## src/rtl/pipe_stage_skid.sv

```systemverilog
// Elastic pipeline-stage register with valid/ready handshake, optional skid buffer and flush-to-bubble.
// Define PIPE_STATS_EN to enable the saturating stall/bubble statistics counters.
module pipe_stage_skid #(
  parameter int                 DATA_W      = 40,
  parameter int                 CTRL_W      = 9,
  parameter logic [CTRL_W-1:0]  CTRL_BUBBLE = '0,
  parameter int                 SKID        = 1,
  parameter int                 CNT_W       = 16
) (
  input  logic              clk,
  input  logic              reset_n,
  input  logic              flush,
  input  logic              in_valid,
  output logic              in_ready,
  input  logic [DATA_W-1:0] in_data,
  input  logic [CTRL_W-1:0] in_ctrl,
  output logic              out_valid,
  input  logic              out_ready,
  output logic [DATA_W-1:0] out_data,
  output logic [CTRL_W-1:0] out_ctrl,
  output logic [1:0]        occupancy,
  output logic [CNT_W-1:0]  stall_cnt,
  output logic [CNT_W-1:0]  bubble_cnt
);

  typedef enum logic [1:0] {
    S_EMPTY = 2'd0,
    S_ONE   = 2'd1,
    S_FULL  = 2'd2
  } state_t;

  logic              w_valid;
  logic              w_in_ready;
  logic [DATA_W-1:0] w_data;
  logic [CTRL_W-1:0] w_ctrl;
  logic [1:0]        w_occ;

  generate
    if (SKID != 0) begin : g_skid
      state_t            r_state;
      state_t            w_state_next;
      logic              r_in_ready;
      logic [DATA_W-1:0] r_main_data, r_skid_data;
      logic [CTRL_W-1:0] r_main_ctrl, r_skid_ctrl;
      logic              w_in_fire, w_out_fire;
      logic              w_load_main, w_load_skid, w_skid_to_main;

      assign w_in_fire  = in_valid & r_in_ready;
      assign w_out_fire = (r_state != S_EMPTY) & out_ready;

      always_comb begin
        w_state_next   = r_state;
        w_load_main    = 1'b0;
        w_load_skid    = 1'b0;
        w_skid_to_main = 1'b0;
        case (r_state)
          S_EMPTY: if (w_in_fire) begin
            w_state_next = S_ONE;
            w_load_main  = 1'b1;
          end
          S_ONE: begin
            if (w_in_fire && w_out_fire) begin
              w_load_main = 1'b1;
            end else if (w_in_fire) begin
              w_state_next = S_FULL;
              w_load_skid  = 1'b1;
            end else if (w_out_fire) begin
              w_state_next = S_EMPTY;
            end
          end
          S_FULL: if (w_out_fire) begin
            w_state_next   = S_ONE;
            w_skid_to_main = 1'b1;
          end
          default: w_state_next = S_EMPTY;
        endcase
        // Flush wins over every transfer, including a beat offered this cycle.
        if (flush) begin
          w_state_next   = S_EMPTY;
          w_load_main    = 1'b0;
          w_load_skid    = 1'b0;
          w_skid_to_main = 1'b0;
        end
      end

      // in_ready is registered from the next state so out_ready never reaches it combinationally.
      always_ff @(posedge clk or negedge reset_n) begin
        if (!reset_n) begin
          r_state    <= S_EMPTY;
          r_in_ready <= 1'b1;
        end else begin
          r_state    <= w_state_next;
          r_in_ready <= (w_state_next != S_FULL);
        end
      end

      always_ff @(posedge clk or negedge reset_n) begin
        if (!reset_n) begin
          r_main_data <= '0;
          r_main_ctrl <= '0;
          r_skid_data <= '0;
          r_skid_ctrl <= '0;
        end else if (flush) begin
          r_main_data <= '0;
          r_main_ctrl <= '0;
          r_skid_data <= '0;
          r_skid_ctrl <= '0;
        end else begin
          if (w_load_main) begin
            r_main_data <= in_data;
            r_main_ctrl <= in_ctrl;
          end else if (w_skid_to_main) begin
            r_main_data <= r_skid_data;
            r_main_ctrl <= r_skid_ctrl;
          end
          if (w_load_skid) begin
            r_skid_data <= in_data;
            r_skid_ctrl <= in_ctrl;
          end
        end
      end

      assign w_valid    = (r_state != S_EMPTY);
      assign w_in_ready = r_in_ready;
      assign w_data     = r_main_data;
      assign w_ctrl     = r_main_ctrl;
      assign w_occ      = r_state;
    end else begin : g_reg
      logic              r_valid;
      logic [DATA_W-1:0] r_data;
      logic [CTRL_W-1:0] r_ctrl;

      assign w_in_ready = !r_valid | out_ready;

      // Payload is only overwritten by a real beat, so it holds after a drain.
      always_ff @(posedge clk or negedge reset_n) begin
        if (!reset_n) begin
          r_valid <= 1'b0;
          r_data  <= '0;
          r_ctrl  <= '0;
        end else if (flush) begin
          r_valid <= 1'b0;
          r_data  <= '0;
          r_ctrl  <= '0;
        end else if (w_in_ready) begin
          r_valid <= in_valid;
          if (in_valid) begin
            r_data <= in_data;
            r_ctrl <= in_ctrl;
          end
        end
      end

      assign w_valid = r_valid;
      assign w_data  = r_data;
      assign w_ctrl  = r_ctrl;
      assign w_occ   = {1'b0, r_valid};
    end
  endgenerate

  assign in_ready  = w_in_ready;
  assign out_valid = w_valid;
  assign out_data  = w_data;
  assign out_ctrl  = w_valid ? w_ctrl : CTRL_BUBBLE;
  assign occupancy = w_occ;

`ifdef PIPE_STATS_EN
  logic [CNT_W-1:0] r_stall_cnt, r_bubble_cnt;

  // Saturating counters; flush deliberately leaves them alone.
  always_ff @(posedge clk or negedge reset_n) begin
    if (!reset_n) begin
      r_stall_cnt  <= '0;
      r_bubble_cnt <= '0;
    end else begin
      if (w_valid && !out_ready && (r_stall_cnt != {CNT_W{1'b1}}))
        r_stall_cnt <= r_stall_cnt + CNT_W'(1);
      if (!w_valid && (r_bubble_cnt != {CNT_W{1'b1}}))
        r_bubble_cnt <= r_bubble_cnt + CNT_W'(1);
    end
  end

  assign stall_cnt  = r_stall_cnt;
  assign bubble_cnt = r_bubble_cnt;
`else
  assign stall_cnt  = '0;
  assign bubble_cnt = '0;
`endif

endmodule

```

## config.mk

```make
export PLATFORM = sky130hd
export DESIGN_NAME = pipe_stage_skid
export DESIGN_NICKNAME = d
export VERILOG_FILES = /design/src/rtl/pipe_stage_skid.sv
export SDC_FILE = /design/constraint.sdc
export NUM_CORES = 1
export LEC_CHECK = 0
export CAP_MARGIN = 20
export CORE_ASPECT_RATIO = 0.5
export CORE_MARGIN = 4
export CORE_UTILIZATION = 46
export CTS_CLUSTER_DIAMETER = 200
export DETAILED_ROUTE_END_ITERATION = 8
export GPL_TIMING_DRIVEN = 0
export PLACE_DENSITY_LB_ADDON = 0.05
export SYNTH_ARGS = -nofsm -noshare
export SYNTH_HDL_FRONTEND = slang
export SYNTH_SLANG_ARGS = --single-unit
```

## constraint.sdc

```tcl
create_clock -name clk -period 2 [get_ports clk]
set_input_delay 0.3 -clock clk [delete_from_list [all_inputs] [get_ports clk]]
set_output_delay 0.3 -clock clk [all_outputs]
set_load 0.02 [all_outputs]
```

* After elaboration in Yosys (flattened, before gate mapping)
Cells that the tools add are included.
** Word-level totals
- ROM bits :: 0
- Memories kept :: 0
- Memory bits (writable) :: 0
- Output and inout bits :: 85
- Flip-flop bits (word level) :: 101
- Bits in latches :: 0
- Logic and storage cells :: 44
- Input bits :: 54
** Cells by class
- $add $sub $neg :: 0
- Equality and inequality tests :: 3
- Multiply operators :: 0
- Shift operators :: 0
- Reductions and logical operators :: 5
- Div/mod/pow operators :: 0
- $lt $le $gt $ge :: 0
- Mux-type cells :: 28
- Bitwise operators :: 2
** Operators by type and width (count)
- 2-to-1 mux 40 bit :: 5
- 2-to-1 mux 9 bit :: 6
- 2-to-1 mux 2 bit :: 6
- 2-to-1 mux 1 bit :: 9
- case mux 2 bit (3 select lines) :: 1
- nonzero test 2 bit :: 2
- nonzero test 3 bit :: 1
- bitwise AND 1 bit :: 2
- equality test 2 x 1 -> 1 bit (second input constant) :: 1
- equality test 2 bit (second input constant) :: 1
- zero test 2 bit :: 1
- != test 2 bit (second input constant) :: 1
- case mux 1 bit (2 select lines) :: 1
- logical AND 1 bit :: 1

* Depth between registers and ports, before layout
- Depth in word-level cells :: 8
- Depth in mapped cells :: 6
- Depth with buffers taken out :: 4

* Worst setup path before layout
Ideal clock, no wire load.
- Path type :: register -> register
- Start point :: reg g_skid.r_state[1] (netlist: occupancy[1])
- End point :: reg g_skid.r_main_ctrl[6]
- Stages on the path, launching flop included :: 7
- Data required time :: 1878 ps
- Library setup time :: 122 ps
- Setup slack :: 322 ps
- Buffers on the path :: 2
- Period minus slack after synthesis :: 1678 ps
- Arrival time :: 1556 ps
- Path through :: dfrtp_1 and3b_1 a21oi_2 nand2_1 buf_2 buf_2 a2bb2oi_1
** On the way
- Longest elaborated chain between the ends :: 8
- Elaborated cells between the ends (all ways) :: 15
- Those cells by class :: eq/ne: 2; mux: 8; bitwise: 1; reduce/logical: 4
** Ends and longest elaborated chain
- start, declared :: line 40 : state_t r_state;
- start signal, assigned :: line 92 : r_state <= w_state_next;
- nonzero test 2 bit :: line 49 : assign w_out_fire = (r_state != S_EMPTY) & out_ready;
- bitwise AND 1 bit :: line 49
- logical AND 1 bit :: line 62 : if (w_in_fire && w_out_fire) begin
- 2-to-1 mux 1 bit :: line 62
- case mux 1 bit (2 select lines) :: line 56 : case (r_state)
- 2-to-1 mux 1 bit :: line 78 : if (flush) begin
- 2-to-1 mux 9 bit :: line 109 : if (w_load_main) begin
- 2-to-1 mux 9 bit :: line 103 : end else if (flush) begin
- end signal, assigned :: line 111 : r_main_ctrl <= in_ctrl;
- end signal, assigned :: line 114 : r_main_ctrl <= r_skid_ctrl;
- end, declared :: line 44 : logic [CTRL_W-1:0] r_main_ctrl, r_skid_ctrl;
Parallel ways exist; a longest one is shown, timed or not.
A chain may end at the register's enable or synchronous reset.

* Worst setup path after layout
- Start point :: reg g_skid.r_in_ready (netlist: in_ready)
- End point :: reg g_skid.r_main_data[37] (netlist: out_data[37])
** On the way
- Longest elaborated chain between the ends :: 7
- Elaborated cells between the ends (all ways) :: 9
- Those cells by class :: mux: 6; bitwise: 1; reduce/logical: 2
** Ends and longest elaborated chain
- start, declared :: line 42 : logic r_in_ready;
- start signal, assigned :: line 93 : r_in_ready <= (w_state_next != S_FULL);
- bitwise AND 1 bit (*) :: line 48 : assign w_in_fire = in_valid & r_in_ready;
- logical AND 1 bit :: line 62
- 2-to-1 mux 1 bit :: line 62
- case mux 1 bit (2 select lines) (*) :: line 56
- 2-to-1 mux 1 bit (*) :: line 78
- 2-to-1 mux 40 bit :: line 109
- 2-to-1 mux 40 bit :: line 103
- end signal, assigned :: line 110 : r_main_data <= in_data;
- end signal, assigned :: line 113 : r_main_data <= r_skid_data;
- end, declared :: line 43 : logic [DATA_W-1:0] r_main_data, r_skid_data;
Mark *: on every way between the ends. The rest lies on a longest branch, timed or not.

==> qor.yml <==
worst_setup_path:
  crit_chain: "nand2_1, nor4_4, clkbuf_1, nand2_1, a2bb2oi_1"
  r2r_end: "out_data[37]"
  cp_common_cell: "nand2_1"
  r2r_setup_slack_ps: 170
  crit_end: "out_data[37]"
  worstSetupStartpoint: "in_ready"
  critPathBufInv: 1
  worstPathArrival_ps: 2080
  crit_path_max_incr_delay_ps: 540
  rr_startpoint: "in_ready"
  critical_path.max_fanout: 10
  crit_type: "flip-flop to flip-flop"
  ff2ff_path_depth: 5
  startpoint_type: "flip-flop"
  crit_family: "simple AND/OR/NAND/NOR gates"
  slowest_stage: "dfstp_2"
  crit_cells: 5
  cp-end-kind: "flip-flop"
  cp.required_ps: 2250
timing:
  hold_viol: 0
  worstMarginPinSlew_ps: 698
  min_period_ps: 1830
  rsz0062_at_grt: "false"
  clock_skew_ps: 8.14
  final-max-slew-violation-count: 0
  max_freq_ghz: 0.545
  finalWorstSetupSlack_ps: 165
  period_share_pct: 91.7
  finalSetupViolations: 0
  maxSlewHeadroom_pct: 53.4
grt:
  grt_start_max_net_pins: 55
  grt-ovfl-total: 0
  antenna_found_initial: 0
  grt_pass1_vias: 3646
  grt_first_pass_wirelength_um: 18600
  grt_use_total_pct: 20.2
routing:
  drc_errors: 0
  wl_per_cell_um: 16.9
  routed_wl_um: 11100
  drt_pass1_iterations: 4
  met1Wirelength_um: 5320
  route.met3.wl_um: 815
  num_vias: 3509
  viasPerCell: 5.32
  dr_wl_met2_um: 4940
  ant_nets: 0
  drt_iter0_markers: 163
  highest_layer: "met4"
power_and_ir_drop:
  power_mw: 5.18
  p_int_mw: 3.83
  p_leak_nw: 2.87
  p_clk_share_pct: 36.0
  pwr-share-seq_pct: 43.8
  peakVddDrop_mv: 0.617
  power_per_cell_area_mw_per_mm2: 852
  swShare_pct: 26.0
  pwr-share-comb_pct: 20.2
  power_switching_mw: 1.35
clocking:
  root_buffer: "clkbuf_16"
  numCtsBuffers: 9
  hold_buffers: 0
  cts_tree: "built"
  worstSkewPairLatency_ps: 330
  htree_levels: 3
  cts_max_path_buffers: 2
  clkTransAtPathRegs_ps: 70
  cts.sinks: 101
final_layout:
  diodes: 0
  regArea_mm2: 0.00253
  syn_to_final_growth_pct: 39.2
  n_fill_cell: 700
  multi_input_area_mm2: 0.00161
  drive_above_1_share_pct: 13.3
  utilization_pct: 67.8
  nets: 591
  finalInstanceArea_mm2: 0.00608
floorplanning:
  num_rows: 24
  io-pin-count: 139
  die_w_um: 146
  dieArea_mm2: 0.0112
  die_h_um: 76.9
  core_area_mm2: 0.00898
  initial_core_util_pct: 48.7
place:
  place_ws_ps: -259
  place_hpwl_um: 7680
  post_dp_cell_area_mm2: 0.00572
  gp_congestion: 0.800
  port_buffers: 106
logic_synthesis:
  yosysWarnings: 0
  mappedNetlistArea_mm2: 0.00437
  syn_inst: 389
  ys_seq_elements: 101
  yosysSeqAreaShare_pct: 57.9
  syn_area_per_cell_um2: 11.2
  synth.distinct_cells: 21
job:
  drv_cap: 0
outcome:
  status: "finished clean"
min_path:
  hp-class: "primary input to asynchronous set/reset pin"
## kinds of logic after synthesis
| kind of cell | after synthesis | synth area share (%) |
|---|---|---|
| AO/OA/AOI/OAI | 152 | 26.1 |
| buffers and inverters | 64 | 8.53 |
| flip-flops | 101 | 57.9 |
| multiplexers | 1 | 0.229 |
| other | 1 | 0.0858 |
| AND/OR/NAND/NOR | 70 | 7.21 |
## per-layer routing
layer	vias up	global-route usage, %
met4	0	3.88
li1	1646	-
met2	129	30.8
met5	-	0
met3	6	6.89
met1	1728	28.5
## synth_stat cells
cell / instances / area share (%)
nor2_1: 3 / 0.26
dfrtp_1: 100 / 57
buf_2: 7 / 0.80
a22o_1: 49 / 9.8
a21oi_2: 2 / 0.40
mux2i_1: 1 / 0.23
and3b_1: 1 / 0.20
inv_1: 2 / 0.17
nor4_2: 2 / 0.57
dfstp_2: 1 / 0.60
o21ai_1: 10 / 1.1
a2bb2oi_1: 49 / 9.8
nand2b_1: 1 / 0.14
a21oi_1: 2 / 0.23
nand2_1: 52 / 4.5
buf_4: 33 / 5.7
o22a_1: 1 / 0.20
conb_1: 1 / 0.086
nor2b_1: 11 / 1.6
o21ai_0: 39 / 4.5
clkbuf_1: 22 / 1.9
## how the worst min path moves through the flow
stage	end	slack [ps]	cells past startpoint
after floorplan	g_skid.r_main_ctrl[0]	4	0
after global routing	g_skid.r_skid_data[0]	60	1
final	out_data[3]	7	1
after detailed placement	out_data[0]	400	1
after global placement	g_skid.r_skid_ctrl[3]	480	1
after CTS	out_data[3]	30	1
## stage by stage
step | hold WS, ps | setup TNS, ps | instances
floorplan | 4.41 | 0 | 420
global placement | 477 | -329640 | 643
detailed placement | 396 | -17520 | 644
CTS | 33.2 | 0 | 661
global route | 59.5 | 0 | 659
finish | 6.77 | 0 | 659
## cells in the final DEF (no fill, tap or decap), types with 2 or more instances in the layout
cell / instances
clkinv_2: 2
clkbuf_2: 7
a2bb2oi_1: 49
buf_4: 34
clkdlybuf4s50_1: 95
clkbuf_16: 9
buf_2: 4
conb_1: 32
inv_1: 2
nand2_1: 52
dfrtp_2: 2
nor2_1: 2
nor2b_1: 11
dlygate4sd2_1: 9
a21oi_2: 2
clkbuf_1: 15
bufinv_16: 2
a21oi_1: 2
dfrtp_1: 98
nor4_4: 2
a22o_1: 49
o21ai_1: 10
o21ai_0: 39
## state kept, by name, indices dropped and copies added (netlist names)
name / count
g_skid.r_skid_data: 40
occupancy: 2
g_skid.r_main_ctrl: 9
in_ready: 1
g_skid.r_skid_ctrl: 9
out_data: 40
## timing repair
action / 4_1_cts / 5_1_grt
gates resized for setup: 13 / 18
setup endpoints to repair: 10 / 60
setup buffers: 1 / 0
cloned: 0 / 0
pin swaps: 1 / 0
## power groups by stage
stage / Combinational [mW] / Sequential [mW] / Clock (mW)
finish: 1.05 / 2.27 / 1.86
global route: 1.12 / 2.29 / 1.99
CTS: 1.05 / 2.27 / 1.89
detailed placement: 1.04 / 2.31 / 0
global placement: 1.03 / 2.31 / 0
floorplan: 0.444 / 2.41 / 0
## cell type report
type / instances / share of cell area [%]
Clock buffer: 10 / 3.93
Sequential cell: 101 / 41.6
Timing Repair Buffer: 108 / 18.0
Buffer: 60 / 6.03
Multi-Input combinational cell: 255 / 26.5
Inverter: 2 / 0.123
Clock inverter: 6 / 1.42
Tap cell: 117 / 2.41
(Power assumes the default switching activity.)
